--- config.mk ---
export PLATFORM = sky130hd
export DESIGN_NAME = accumulate_arb
export DESIGN_NICKNAME = d
export VERILOG_FILES = /design/src/rtl/accumulate_arb_pkg.sv /design/src/rtl/accumulate_arb_arb_rr.sv /design/src/rtl/accumulate_arb.sv
export SDC_FILE = /design/constraint.sdc
export NUM_CORES = 1
export LEC_CHECK = 0
export ABC_CLOCK_PERIOD_IN_PS = 3120
export BUFFER_PORTS_ARGS = -buffer_cell sky130_fd_sc_hd__buf_2
export CORE_MARGIN = 4
export CORE_UTILIZATION = 49
export CTS_CLUSTER_DIAMETER = 100
export CTS_CLUSTER_SIZE = 8
export DETAILED_ROUTE_END_ITERATION = 10
export PLACE_DENSITY = 0.76
export SETUP_SLACK_MARGIN = 0.3
export SLEW_MARGIN = 20
export SYNTH_ARGS = -nofsm -noshare
export SYNTH_HDL_FRONTEND = slang
export SYNTH_SLANG_ARGS = --single-unit
--- constraint.sdc ---
create_clock -name clk -period 3.12 [get_ports clk]
set_input_delay 0.156 -clock clk [delete_from_list [all_inputs] [get_ports clk]]
set_output_delay 0.156 -clock clk [all_outputs]
set_load 0.02 [all_outputs]
--- src/rtl/accumulate_arb_pkg.sv ---
// Shared types and helpers for the streaming accumulator and its arbiter.
// Result-width derivation, FSM encoding and operand sign/zero extension.
package accumulate_arb_pkg;

  typedef enum logic {
    ST_ACC = 1'b0,
    ST_OUT = 1'b1
  } state_t;

  localparam int EXT_W = 64;

  function automatic int grow_w(input int count);
    return $clog2(count);
  endfunction

  function automatic int res_w(input int width, input int count);
    return width + $clog2(count);
  endfunction

  // Bits above 'width' are filled with the operand MSB when sgn is set, else zero.
  function automatic logic [EXT_W-1:0] ext(input logic [EXT_W-1:0] v, input int width,
                                           input bit sgn);
    logic [EXT_W-1:0] r;
    r = '0;
    for (int i = 0; i < EXT_W; i++) begin
      r[i] = (i < width) ? v[i] : (sgn & v[width-1]);
    end
    return r;
  endfunction

endpackage

--- src/rtl/accumulate_arb_arb_rr.sv ---
// One-hot arbiter: fixed priority (lowest index) or round-robin from pointer+1.
// Pointer moves to the granted index only when the grant is accepted (ack).
module arb_rr #(
  parameter int DEPTH = 2,
  parameter int RR    = 0,
  localparam int PW   = (DEPTH > 1) ? $clog2(DEPTH) : 1
) (
  input  logic             clk,
  input  logic             rst,
  input  logic [DEPTH-1:0] req,
  input  logic             en,
  input  logic             ack,
  output logic [DEPTH-1:0] gnt,
  output logic [PW-1:0]    gnt_idx
);

  logic [PW-1:0] ptr;
  logic          found;
  int            cand;

  always_comb begin
    gnt     = '0;
    gnt_idx = '0;
    found   = 1'b0;
    cand    = 0;
    for (int i = 0; i < DEPTH; i++) begin
      cand = (RR != 0) ? (int'(ptr) + 1 + i) % DEPTH : i;
      if (en && !found && req[cand]) begin
        gnt[cand] = 1'b1;
        gnt_idx   = PW'(cand);
        found     = 1'b1;
      end
    end
  end

  always_ff @(posedge clk) begin
    if (rst) begin
      ptr <= PW'(DEPTH - 1);
    end else if ((RR != 0) && ack) begin
      ptr <= gnt_idx;
    end
  end

endmodule

--- src/rtl/accumulate_arb.sv ---
// Multi-channel accumulator: arbitrates DEPTH operand streams, sums COUNT operands
// (or fewer on flush) and holds each widened result until res_rdy.
module accumulate_arb
  import accumulate_arb_pkg::*;
#(
  parameter int WIDTH  = 16,
  parameter int DEPTH  = 2,
  parameter int COUNT  = 4,
  parameter int SIGNED = 1,
  parameter int RR     = 0,
  localparam int GROW  = grow_w(COUNT),
  localparam int RW    = res_w(WIDTH, COUNT)
) (
  input  logic                   clk,
  input  logic                   rst,
  input  logic [DEPTH-1:0]       arg_stb,
  input  logic [DEPTH*WIDTH-1:0] arg_dat,
  output logic [DEPTH-1:0]       arg_rdy,
  input  logic                   flush,
  output logic                   res_stb,
  output logic [RW-1:0]          res_dat,
  output logic [GROW:0]          res_cnt,
  input  logic                   res_rdy
);

  localparam int PW = (DEPTH > 1) ? $clog2(DEPTH) : 1;
  localparam int CW = GROW + 1;

  state_t           state, state_nxt;
  logic [RW-1:0]    acc, sum, opnd;
  logic [CW-1:0]    cnt, cnt_nxt;
  logic [DEPTH-1:0] gnt;
  logic [PW-1:0]    gnt_idx;
  logic             hs, close;

  arb_rr #(
    .DEPTH (DEPTH),
    .RR    (RR)
  ) u_arb (
    .clk     (clk),
    .rst     (rst),
    .req     (arg_stb),
    .en      (state == ST_ACC),
    .ack     (hs),
    .gnt     (gnt),
    .gnt_idx (gnt_idx)
  );

  assign arg_rdy = gnt;
  assign hs      = |(arg_stb & gnt);
  assign opnd    = RW'(ext(EXT_W'(arg_dat[gnt_idx*WIDTH +: WIDTH]), WIDTH, SIGNED != 0));
  assign sum     = acc + (hs ? opnd : '0);
  assign cnt_nxt = cnt + CW'(hs);
  // A flush closes the group if anything is in it, counting a same-cycle accept.
  assign close   = (state == ST_ACC) &&
                   ((hs && (cnt_nxt == CW'(COUNT))) || (flush && (cnt_nxt != '0)));

  always_ff @(posedge clk) begin
    if (rst) begin
      state <= ST_ACC;
    end else begin
      state <= state_nxt;
    end
  end

  always_comb begin
    state_nxt = state;
    case (state)
      ST_ACC:  if (close) state_nxt = ST_OUT;
      ST_OUT:  if (res_rdy) state_nxt = ST_ACC;
      default: state_nxt = ST_ACC;
    endcase
  end

  always_ff @(posedge clk) begin
    if (rst) begin
      acc     <= '0;
      cnt     <= '0;
      res_stb <= 1'b0;
      res_dat <= '0;
      res_cnt <= '0;
    end else if (close) begin
      res_dat <= sum;
      res_cnt <= cnt_nxt;
      res_stb <= 1'b1;
      acc     <= '0;
      cnt     <= '0;
    end else begin
      if (hs) begin
        acc <= sum;
        cnt <= cnt_nxt;
      end
      if ((state == ST_OUT) && res_rdy) begin
        res_stb <= 1'b0;
      end
    end
  end

endmodule

==> key figures, run 1 <==
CTS
  – Clock net sink count: 44
  – Clock Latency Late Sink: ~0.31 ns
  – Number of buffers added by the clock tree synthesis step: 5
  – Clock transition at the registers of the reported paths: about 0.090 ns
  – Hold Buf Count CTS: 0
  – Clock tree root driver cell: sky130_fd_sc_hd__clkbuf_8
  – TritonCTS clock tree: done
  – Level count of the clock H-tree: 2
  – Number of buffers on the longest clock path: 2

GRT
  – Pin count of the biggest net entering global routing: 26
  – Global-route wire length before repair: about 12,000 µm
  – Number of antenna violations at the first check in global routing: 0
  – Overall Global Routing Usage: approximately 22%
  – Remaining global-route overflow: 0
  – Number of global-route vias before repair: ~2,500

Power and ir drop
  – Clock network fraction of total power: about an eighth
  – Leak pwr: 0.00165 µW
  – Post-route total power: between 3000 and 4000 µW
  – Worst ir drop on vdd: about 0.00064 V
  – Comb pwr share: between 60 and 70%
  – P per Cell Area: a little under 1000 nW/µm²
  – Share of power burned in registers: 25.2%
  – Design internal power: between 1500 and 2000 µW
  – Net switching power figure: 1590 µW
  – Switching power as a share of total power: ~45%

Floorplan
  – Count of boundary I/O pins: 62
  – Die Wd: 82.4 µm
  – Starting density of the core: between 50% and 60%
  – Height of the chip: a little over 80 µm
  – Total number of placement rows: 26
  – Die area: ~6800 µm²
  – Area of the core: roughly 5200 µm²

STA
  – Hold violation count in the final report: 0
  – Final setup skew: between 0.009 and 0.01 ns
  – Post-route setup slack: 0.348 ns
  – Final period demand of the worst path: approximately 2.8 ns
  – RSZ-0062 raised after global routing: true
  – Worst hold slack: around 0.11 ns
  – Setup-violating endpoint count in the final report: 0
  – Max Fclk: 361 MHz
  – Setup TNS: 0 ns
  – Worst slew margin relative to its limit: between 60% and 70%
  – Number of slew-limit violations in the final report: 0
  – Actual transition at the worst max-transition pin: between 0.5 and 0.6 ns
  – Final period utilization: around nine tenths

Placed design
  – I/O Buffers: about 60
  – Half-perimeter wire length of the detailed placement result: about 5100 µm
  – Final weighted congestion in routability-driven placement: ~0.94
  – Worst Setup Slack post-DPL: 0.155 ns

Yosys
  – #FFs+latches synth: 44
  – Async set-reset flop share out of synthesis: 0%
  – Sequential cell area fraction in the yosys report: around a third
  – Post-synth design cell area: around 2700 µm²
  – Mean instance size in the synthesized netlist: around 8.0 µm²
  – Post-synthesis net count: around 400
  – Number of instances in the synthesized netlist: 338
  – Warnings, synthesis: 0
  – Post-synth EDFFs: 0
  – Dominant synthesized flop cell: sky130_fd_sc_hd__dfxtp_1
  – Count of distinct cell types in the synthesized netlist: 50

Routing
  – Vias per inst: 5.70
  – First-iteration detailed-routing DRC count: 224
  – DRT Wirelength: 7710 µm
  – Average wire per standard cell: roughly 16 µm
  – Number of nets with antenna violations after routing: 0
  – Via count of the routed design: between 2,000 and 3,000
  – Remaining design rule violation count: 0
  – Number of search-and-repair iterations in the first detailed-routing pass: 4

Worst setup path
  – Largest driver fanout on the critical path: 8
  – Critical path type: flop to flop
  – Endpoint kind of the worst setup timing path: flop
  – Sort of element at the start of the critical path: flop
  – Endpoint arrival time on the critical path: ~3 ns
  – Required time of the critical path: around 3.4 ns

Finish
  – Finished Core Util: 69.3%
  – Share of layout cells above drive strength 1: about a third
  – Multi-input gate area in the final layout: between 1500 and 2000 µm²
  – Total area of sequential cells: between 800 and 900 µm²
  – Most used cells in the layout excluding fill and tap cells: sky130_fd_sc_hd__buf_2 (61), sky130_fd_sc_hd__nand2_1 (58), sky130_fd_sc_hd__dfxtp_1 (43)
  – Fill cell instance count of the final layout: 430
  – Number of nets in the layout: about 480
  – Diodes inserted: 0
  – Growth of design area from synthesis to finish: 33.8%
  – Most common cell after layout, fill and taps aside: sky130_fd_sc_hd__buf_2

Job
  – Max-capacitance violation count: 0

Min path
  – Type of the worst min-delay path: input pin to flop

Outcome
  – Outcome: finished, final reports clean
==> flip-flops by register name, indices dropped and copies added, names as in the netlist <==
name	cells
res_stb	1
state	1
cnt	3
res_dat	18
res_cnt	3
acc	18
==> Yosys cell counts, drive strengths merged (2+ instances only) <==
| library cell | n | share of area (%) |
|---|---|---|
| a31o | 2 | 0.65 |
| nand2 | 58 | 8.0 |
| a31oi | 5 | 1.7 |
| a21oi | 33 | 6.1 |
| or2 | 2 | 0.46 |
| a21o | 8 | 2.2 |
| nor4b | 2 | 0.65 |
| nor2 | 21 | 2.9 |
| buf | 5 | 1.2 |
| nand4 | 2 | 0.46 |
| xor2 | 7 | 2.3 |
| nor3 | 6 | 1.3 |
| and3 | 2 | 0.46 |
| mux2i | 6 | 2.2 |
| xnor2 | 8 | 2.6 |
| nor3b | 2 | 0.55 |
| o21a | 2 | 0.55 |
| clkbuf | 16 | 2.2 |
| nand3b | 3 | 0.83 |
| inv | 7 | 0.97 |
| nor2b | 3 | 0.69 |
| dfxtp | 44 | 32 |
| or3 | 3 | 0.88 |
| nand2b | 5 | 1.2 |
| ha | 19 | 8.8 |
| o21ai | 16 | 3.4 |
| o311ai | 2 | 0.65 |
| o21bai | 2 | 0.55 |
| a22oi | 4 | 1.1 |
| a22o | 14 | 4.5 |
| nand3 | 15 | 2.8 |
| a211oi | 2 | 0.55 |
==> cell type report <==
class | instances | share of cell area (%)
Inverter | 7 | 0.724
Multi-Input combinational cell | 266 | 52.9
Sequential cell | 44 | 24.4
Tap cell | 70 | 2.41
Clock buffer | 5 | 1.90
Clock inverter | 3 | 1.17
Timing Repair Buffer | 93 | 16.5
==> repair_timing <==
item | CTS | global route
hold endpoints to repair | 0 | 0
pin swaps | 7 | 24
cloned | 0 | 1
gates resized for setup | 11 | 36
endpoints found under the setup margin | 12 | 19
setup buffers | 9 | 8
==> cells by family after synthesis <==
group                      count (synthesis)  share of synthesized area (%)
buffers and inverters                     28                           4.43
DFF                                       44                           32.5
muxes                                      7                           2.63
adders and majority gates                 20                           9.50
AOI/OAI and AO/OA                         94                           23.2
xor gates and xnor gates                  15                           4.84
and+or+nand+nor                          130                           22.9
==> power groups by stage <==
stage          sequential [µW]  combinational [µW]  clock (µW)
2_1_floorplan             1000                1240           0
3_3_place_gp               884                1780           0
3_5_place_dp               891                1810           0
4_1_cts                    887                1870         453
5_1_grt                    914                2400         474
6_report                   894                2200         449
==> critical path, stage by stage (launching register included) <==
cell and delay (ns):
sky130_fd_sc_hd__dfxtp_4 0.37, sky130_fd_sc_hd__buf_4 0.17, sky130_fd_sc_hd__or2_4 0.26, sky130_fd_sc_hd__inv_2 0.06, sky130_fd_sc_hd__ha_2 0.18, sky130_fd_sc_hd__ha_4 0.21
sky130_fd_sc_hd__o31a_1 0.32, sky130_fd_sc_hd__or3_4 0.43, sky130_fd_sc_hd__buf_12 0.15, sky130_fd_sc_hd__or3b_1 0.38, sky130_fd_sc_hd__a31oi_1 0.18
==> routing by layer <==
metal / GRT usage, % / share of wire [%] / vias to the layer above
met5: 0 / 0 / -
met4: 6.31 / 1.6 / 0
met3: 3.80 / 6.7 / 12
met2: 38.5 / 49 / 97
met1: 28.4 / 43 / 1309
li1: - / - / 1362
==> path summary, 6_finish.rpt <==
| kind | to | cells past startpoint | start | slack (ns) |
|---|---|---|---|---|
| worst max-delay path | res_dat[14]$_SDFFE_PP0P_ | 10 | state$_SDFF_PP0_ | 0.35 |
| worst min-delay path | state$_SDFF_PP0_ | 3 | res_rdy | 0.11 |
| worst max register to register | res_dat[14]$_SDFFE_PP0P_ | 10 | state$_SDFF_PP0_ | 0.35 |
| worst min register to register | res_dat[5]$_SDFFE_PP0P_ | 2 | res_dat[5]$_SDFFE_PP0P_ | 0.45 |
==> metrics by stage <==
| step | area, µm² | cells |
|---|---|---|
| 2_1_floorplan | 2770 | 338 |
| 3_3_place_gp | 3140 | 462 |
| 3_5_place_dp | 3140 | 462 |
| 4_1_cts | 3360 | 479 |
| 5_1_grt | 3630 | 488 |
| 6_report | 3630 | 488 |
No activity file was read; power rests on OpenSTA's default activity.
==> run 2, diff against run 1 <==
- ABC_CLOCK_PERIOD_IN_PS: 3120 -> 3200
- CORE_UTILIZATION: 49 -> 55
- PLACE_DENSITY: 0.76 -> 0.81
- clock period: 3.12 -> 3.2 ns (I/O delays scaled with it)
==> run 2 against run 1 <==
Non-clock buffer count decreased by 13. Power decreased by 11%. Clock skew is essentially flat. Core utilization up 3.3 points. Via count decreased by 3.2%. Register-to-register slack better by 0.03 ns. Setup slack improved by 0.029 ns. Largest power group unchanged.
==> key figures, run 2 (same netlist as run 1, synthesis figures left out) <==
Power and ir drop
  – Switching power as a share of total power: 46.5%
  – Leak pwr: 0.00155 µW
  – P per Cell Area: between 900 and 1000 nW/µm²
  – Clock network fraction of total power: 11.9%
  – Share of power burned in registers: 27.7%
  – Comb pwr share: 60.4%
  – Worst ir drop on vdd: 0.000539 V
  – Design internal power: between 1500 and 2000 µW
  – Post-route total power: between 3000 and 4000 µW
  – Net switching power figure: 1470 µW

Floorplan
  – Die Wd: 78.2 µm
  – Height of the chip: 78.2 µm
  – Count of boundary I/O pins: 62
  – Starting density of the core: approximately 57%
  – Die area: 6120 µm²
  – Area of the core: about 4800 µm²
  – Total number of placement rows: 25

Placed design
  – Final weighted congestion in routability-driven placement: ~0.90
  – Count of placed standard cells including taps: approximately 450
  – Worst Setup Slack post-DPL: 0.204 ns
  – I/O Buffers: 61
  – Half-perimeter wire length of the detailed placement result: ~4900 µm

STA
  – Setup TNS: 0 ns
  – Setup-violating endpoint count in the final report: 0
  – Number of slew-limit violations in the final report: 0
  – RSZ-0062 raised after global routing: true
  – Actual transition at the worst max-transition pin: 0.501 ns
  – Final period demand of the worst path: approximately 2.8 ns
  – Final setup skew: around 0.009 ns
  – Final period utilization: 88.2%
  – Max Fclk: approximately 350 MHz
  – Post-route setup slack: between 0.3 and 0.4 ns
  – Hold violation count in the final report: 0
  – Worst slew margin relative to its limit: between 60% and 70%

Finish
  – Most common cell after layout, fill and taps aside: sky130_fd_sc_hd__buf_2
  – Finished Core Util: ~73%
  – Diodes inserted: 0
  – Share of layout cells above drive strength 1: a little under a third
  – Regs by FF count: acc: 18 flops, res_dat: 18 flops
  – Number of nets in the layout: 462
  – Growth of design area from synthesis to finish: 27.2%
  – Most used cells in the layout excluding fill and tap cells: sky130_fd_sc_hd__buf_2 (61), sky130_fd_sc_hd__nand2_1 (58), sky130_fd_sc_hd__dfxtp_1 (43)
  – Final Non-Filler Cells: between 400 and 500

Routing
  – Number of nets with antenna violations after routing: 0
  – DRT Wirelength: roughly 7300 µm
  – Average wire per standard cell: 15.4 µm
  – Number of search-and-repair iterations in the first detailed-routing pass: 4
  – First-iteration detailed-routing DRC count: around 160
  – Vias per inst: between 5 and 6
  – Remaining design rule violation count: 0
  – Via count of the routed design: 2,692

Min path
  – Hold Path Depth: 3
  – Type of the worst min-delay path: input pin to flop
  – Hold wc startpoint: res_rdy
  – Hold endpoint: state$_SDFF_PP0_

Worst setup path
  – Endpoint arrival time on the critical path: 3.07 ns
  – Endpoint kind of the worst setup timing path: flop
  – Count of cells along the worst register-to-register path: 12
  – Worst setup slack for register-to-register paths: about 0.38 ns
  – Required time of the critical path: around 3.5 ns
  – Largest driver fanout on the critical path: 7
  – Sort of element at the start of the critical path: flop
  – Critical path type: flop to flop
  – R2R Path Start: state$_SDFF_PP0_
  – Capture point of the worst reg-to-reg path: acc[17]$_SDFFE_PP0N_

GRT
  – Number of global-route vias before repair: ~2,500
  – Overall Global Routing Usage: 23.0%
  – Global-route wire length before repair: 11,400 µm
  – Pin count of the biggest net entering global routing: 26
  – Number of antenna violations at the first check in global routing: 0
  – Remaining global-route overflow: 0

CTS
  – Clock net sink count: 44
  – Hold Buf Count CTS: 0
  – TritonCTS clock tree: done
  – Number of buffers on the longest clock path: 2
  – Clock Latency Late Sink: between 0.3 and 0.4 ns
  – Number of buffers added by the clock tree synthesis step: 5
  – Clock transition at the registers of the reported paths: 0.09 ns
  – Clock tree root driver cell: sky130_fd_sc_hd__clkbuf_8
  – Level count of the clock H-tree: 2

Job
  – Max-capacitance violation count: 0

Outcome
  – Outcome: finished, final reports clean
==> run 2: per-stage QoR <==
stage	hold WS, ns	area [µm²]
after floorplan	0.327	2760
after global placement	0.430	3090
after detailed placement	0.439	3090
after CTS	0.122	3190
after global routing	0.137	3450
final	0.130	3450
==> run 2: repair_timing <==
item	in CTS	in global routing
resized for setup	1	38
pin swaps	0	15
buffers inserted	0	10
endpoints found under the hold margin	0	0
endpoints found under the setup margin	9	28
==> run 2: worst max-delay path: stages, from the launching register on <==
cell and delay (ns):
sky130_fd_sc_hd__dfxtp_4 0.42, sky130_fd_sc_hd__nor3b_4 0.07, sky130_fd_sc_hd__buf_6 0.13, sky130_fd_sc_hd__buf_4 0.14, sky130_fd_sc_hd__a22o_1 0.23, sky130_fd_sc_hd__ha_1 0.31, sky130_fd_sc_hd__buf_4 0.15, sky130_fd_sc_hd__nand3_1 0.11
sky130_fd_sc_hd__or3_4 0.39, sky130_fd_sc_hd__and4b_1 0.21, sky130_fd_sc_hd__a211o_1 0.32, sky130_fd_sc_hd__a21o_1 0.19, sky130_fd_sc_hd__a21oi_1 0.10
==> run 2: final cells by class <==
class | count | area (µm²)
multi-input cells | 266 | 1880
fillers | 368 | 1310
flip-flops and latches | 44 | 885
repair buffers | 80 | 479
well taps | 67 | 83.8
clock buffers | 6 | 82.6
inverters | 7 | 26.3
clock inverters | 2 | 15.0
==> run 2: power groups by stage <==
stage | clock network, µW | registers [µW] | logic (µW)
after global placement | 0 | 867 | 1680
after detailed placement | 0 | 873 | 1710
after CTS | 383 | 864 | 1710
after floorplan | 0 | 976 | 1190
final | 376 | 877 | 1910
after global routing | 405 | 901 | 2110
==> run 2: routing by layer <==
metal,GRT usage (%),up-vias,share of wire [%]
met4,7.52,0,2.1
met1,30.4,1241,43
met3,5.73,14,7.3
met2,36.6,108,48
met5,0,-,0
li1,-,1329,-
==> run 2: how the worst max path moves through the flow <==
stage / slack [ns] / startpoint / end / cells past startpoint
6_report: 0.38 / state$_SDFF_PP0_ / acc[17]$_SDFFE_PP0N_ / 12
5_1_grt: 0.20 / state$_SDFF_PP0_ / acc[16]$_SDFFE_PP0N_ / 12
4_1_cts: 0.30 / state$_SDFF_PP0_ / res_dat[14]$_SDFFE_PP0P_ / 13
3_5_place_dp: 0.20 / state$_SDFF_PP0_ / res_dat[14]$_SDFFE_PP0P_ / 13
3_3_place_gp: 0.28 / state$_SDFF_PP0_ / res_dat[14]$_SDFFE_PP0P_ / 13
2_1_floorplan: 0.30 / state$_SDFF_PP0_ / cnt[2]$_SDFFE_PP0N_ / 13
==> run 3, diff against run 2 <==
==> constraint.sdc (replaced) <==
create_clock -name clk -period 3.2 [get_ports clk]
set_input_delay 0.32 -clock clk [delete_from_list [all_inputs] [get_ports clk]]
set_output_delay 0.32 -clock clk [all_outputs]
set_load 0.02 [all_outputs]
==> run 3 against run 2 <==
Critical path depth grew 1. Routed wire length grew 0.16%. First-iteration DRC count is 36% higher. Via count down 2.0%. Worst hold slack better by 0.17 ns. Largest cell class unchanged. Register-to-register slack gained 0.02 ns.
==> key figures, run 3 (same netlist as run 1, synthesis figures left out) <==
Worst setup path
  – Sort of element at the start of the critical path: flop
  – Critical path type: flop to flop
  – Buffers & Inverters on Critical Path: 2
  – Worst setup slack for register-to-register paths: just under 0.4 ns
  – Cells along the critical path: nor3b_4, a22o_1, ha_1, inv_1, fa_2, and2b_1, o21a_1, a31o_4, a31oi_4, o21ai_4, buf_4, mux2i_1, a21oi_1
  – Required time of the critical path: approximately 3.4 ns
  – Largest driver fanout on the critical path: 6
  – Crit-path slowest cell: sky130_fd_sc_hd__dfxtp_4
  – Delay-heaviest family, CP: compound AO/OA/AOI/OAI gates
  – Endpoint arrival time on the critical path: 3.00 ns
  – Capture point of the worst reg-to-reg path: acc[14]$_SDFFE_PP0N_
  – Delay of the slowest critical-path stage: about 0.38 ns
  – R2R Path Start: state$_SDFF_PP0_
  – Count of cells along the worst register-to-register path: 13
  – Endpoint kind of the worst setup timing path: flop

Min path
  – Hold endpoint: state$_SDFF_PP0_
  – Type of the worst min-delay path: input pin to flop
  – Hold Path Depth: 3
  – Hold wc startpoint: res_rdy

CTS
  – Clock transition at the registers of the reported paths: approximately 0.090 ns
  – TritonCTS clock tree: done
  – Level count of the clock H-tree: 2
  – Clock tree root driver cell: sky130_fd_sc_hd__clkbuf_8
  – Number of buffers added by the clock tree synthesis step: 5
  – Number of buffers on the longest clock path: 2
  – Clock Latency Late Sink: ~0.30 ns
  – Clock net sink count: 44

Power and ir drop
  – Leak pwr: 0.00153 µW
  – Worst ir drop on vdd: 0.000553 V
  – P per Cell Area: about 930 nW/µm²
  – Post-route total power: approximately 3100 µW

STA
  – Final setup skew: roughly 0.0065 ns
  – Worst slew margin relative to its limit: about 64%
  – Final period utilization: between 80 and 90%
  – Actual transition at the worst max-transition pin: 0.539 ns
  – Setup-violating endpoint count in the final report: 0
  – Number of slew-limit violations in the final report: 0
  – Max Fclk: between 300 and 400 MHz
  – Final period demand of the worst path: approximately 2.8 ns
  – Setup TNS: 0 ns
  – RSZ-0062 raised after global routing: true
  – Hold violation count in the final report: 0

Routing
  – Number of nets with antenna violations after routing: 0
  – DRT Wirelength: ~7300 µm
  – Via count of the routed design: ~2,600
  – Number of search-and-repair iterations in the first detailed-routing pass: 4
  – Remaining design rule violation count: 0
  – First-iteration detailed-routing DRC count: approximately 220
  – Vias per inst: between 5 and 6
  – Average wire per standard cell: 15.5 µm

Finish
  – Share of layout cells above drive strength 1: 27.3%
  – Number of nets in the layout: 460
  – Post-route cell area: 3350 µm²
  – Growth of design area from synthesis to finish: 23.7%
  – Diodes inserted: 0
  – Most common cell after layout, fill and taps aside: sky130_fd_sc_hd__buf_2
  – Fill cell instance count of the final layout: about 390
  – Most used cells in the layout excluding fill and tap cells: sky130_fd_sc_hd__buf_2 (61), sky130_fd_sc_hd__nand2_1 (58), sky130_fd_sc_hd__dfxtp_1 (43)
  – Regs by FF count: acc: 18 flops, res_dat: 18 flops

Floorplan
  – Height of the chip: about 78 µm
  – Die area: around 6100 µm²
  – Die Wd: between 70 and 80 µm
  – Area of the core: around 4800 µm²
  – Total number of placement rows: 25
  – Starting density of the core: 57.1%
  – Count of boundary I/O pins: 62

Placed design
  – Final weighted congestion in routability-driven placement: roughly 0.96
  – I/O Buffers: 61
  – Cell Area, Placed: just over 3000 µm²
  – Half-perimeter wire length of the detailed placement result: roughly 5200 µm

GRT
  – Overall Global Routing Usage: a little under a quarter
  – Number of global-route vias before repair: between 2,000 and 2,500
  – Global-route wire length before repair: roughly 12,000 µm
  – Pin count of the biggest net entering global routing: 26
  – Number of antenna violations at the first check in global routing: 0
  – Remaining global-route overflow: 0

Outcome
  – Outcome: finished, final reports clean

Job
  – Max-capacitance violation count: 0
run 3: changes by cell type in the layout (fill, tap and decap cells not counted), moves of 2 or more:
| cell | change |
|---|---|
| sky130_fd_sc_hd__a21oi_1 | +3 |
| sky130_fd_sc_hd__a21oi_2 | -3 |
| sky130_fd_sc_hd__a31oi_1 | +2 |
| sky130_fd_sc_hd__a31oi_2 | -2 |
| sky130_fd_sc_hd__buf_6 | -2 |
| sky130_fd_sc_hd__ha_1 | +4 |
| sky130_fd_sc_hd__ha_2 | -3 |
run 3: routing by layer:
| layer | global-route usage, % | share of wire, % |
|---|---|---|
| met4 | 8.39 | 1.6 |
| met5 | 0 | 0 |
| met1 | 31.4 | 46 |
| met3 | 4.59 | 4.2 |
| met2 | 37.8 | 48 |
run 3: worst max-delay path by stage:
stage	from	endpoint	slack, ns	cells after the start
2_1_floorplan	state$_SDFF_PP0_	cnt[2]$_SDFFE_PP0N_	0.30	13
6_report	state$_SDFF_PP0_	acc[14]$_SDFFE_PP0N_	0.39	13
3_3_place_gp	arg_stb[0]	acc[17]$_SDFFE_PP0N_	0.31	11
5_1_grt	state$_SDFF_PP0_	acc[14]$_SDFFE_PP0N_	0.27	13
3_5_place_dp	state$_SDFF_PP0_	res_dat[14]$_SDFFE_PP0P_	0.22	11
4_1_cts	state$_SDFF_PP0_	res_dat[14]$_SDFFE_PP0P_	0.33	11
run 3: cell type report:
type	count	area, µm²	area share [%]
clock buffer	6	82.6	2.46
tap	67	83.8	2.50
timing repair buffer	78	442	13.2
multi-input combinational	266	1820	54.3
inverter	7	26.3	0.783
sequential	44	885	26.4
clock inverter	2	15.0	0.448
run 3: repair_timing:
item                                    CTS  global route
setup buffers                             0             7
cloned                                    0             0
pin swaps                                 0            15
endpoints found under the setup margin    8            17
hold buffers                              0             0
gates resized for setup                   1            18
run 3: worst reg2reg max path: cells and delay by family (launching register included):
family | cells | cell delay (ns)
buf+inv | 2 | 0.22
mux | 1 | 0.18
simple gates | 2 | 0.44
flops | 1 | 0.38
compound gates | 6 | 0.98
fa+ha+maj | 2 | 0.51
run 3: through the flow:
step           hold slack, ns  setup slack [ns]  std cells  util (%)
2_1_floorplan           0.441             0.303        338         -
3_3_place_gp            0.433             0.308        455      65.2
3_5_place_dp            0.442             0.219        455      65.2
4_1_cts                 0.282             0.327        463      67.3
5_1_grt                 0.311             0.273        470      70.6
6_report                0.304             0.394        470      70.6
run 3: power breakdown:
| group | internal, µW | total (µW) | switching [µW] |
|---|---|---|---|
| combinational | 722 | 1850 | 1130 |
| clock | 175 | 382 | 207 |
| sequential | 753 | 874 | 121 |
| total | 1650 | 3110 | 1460 |
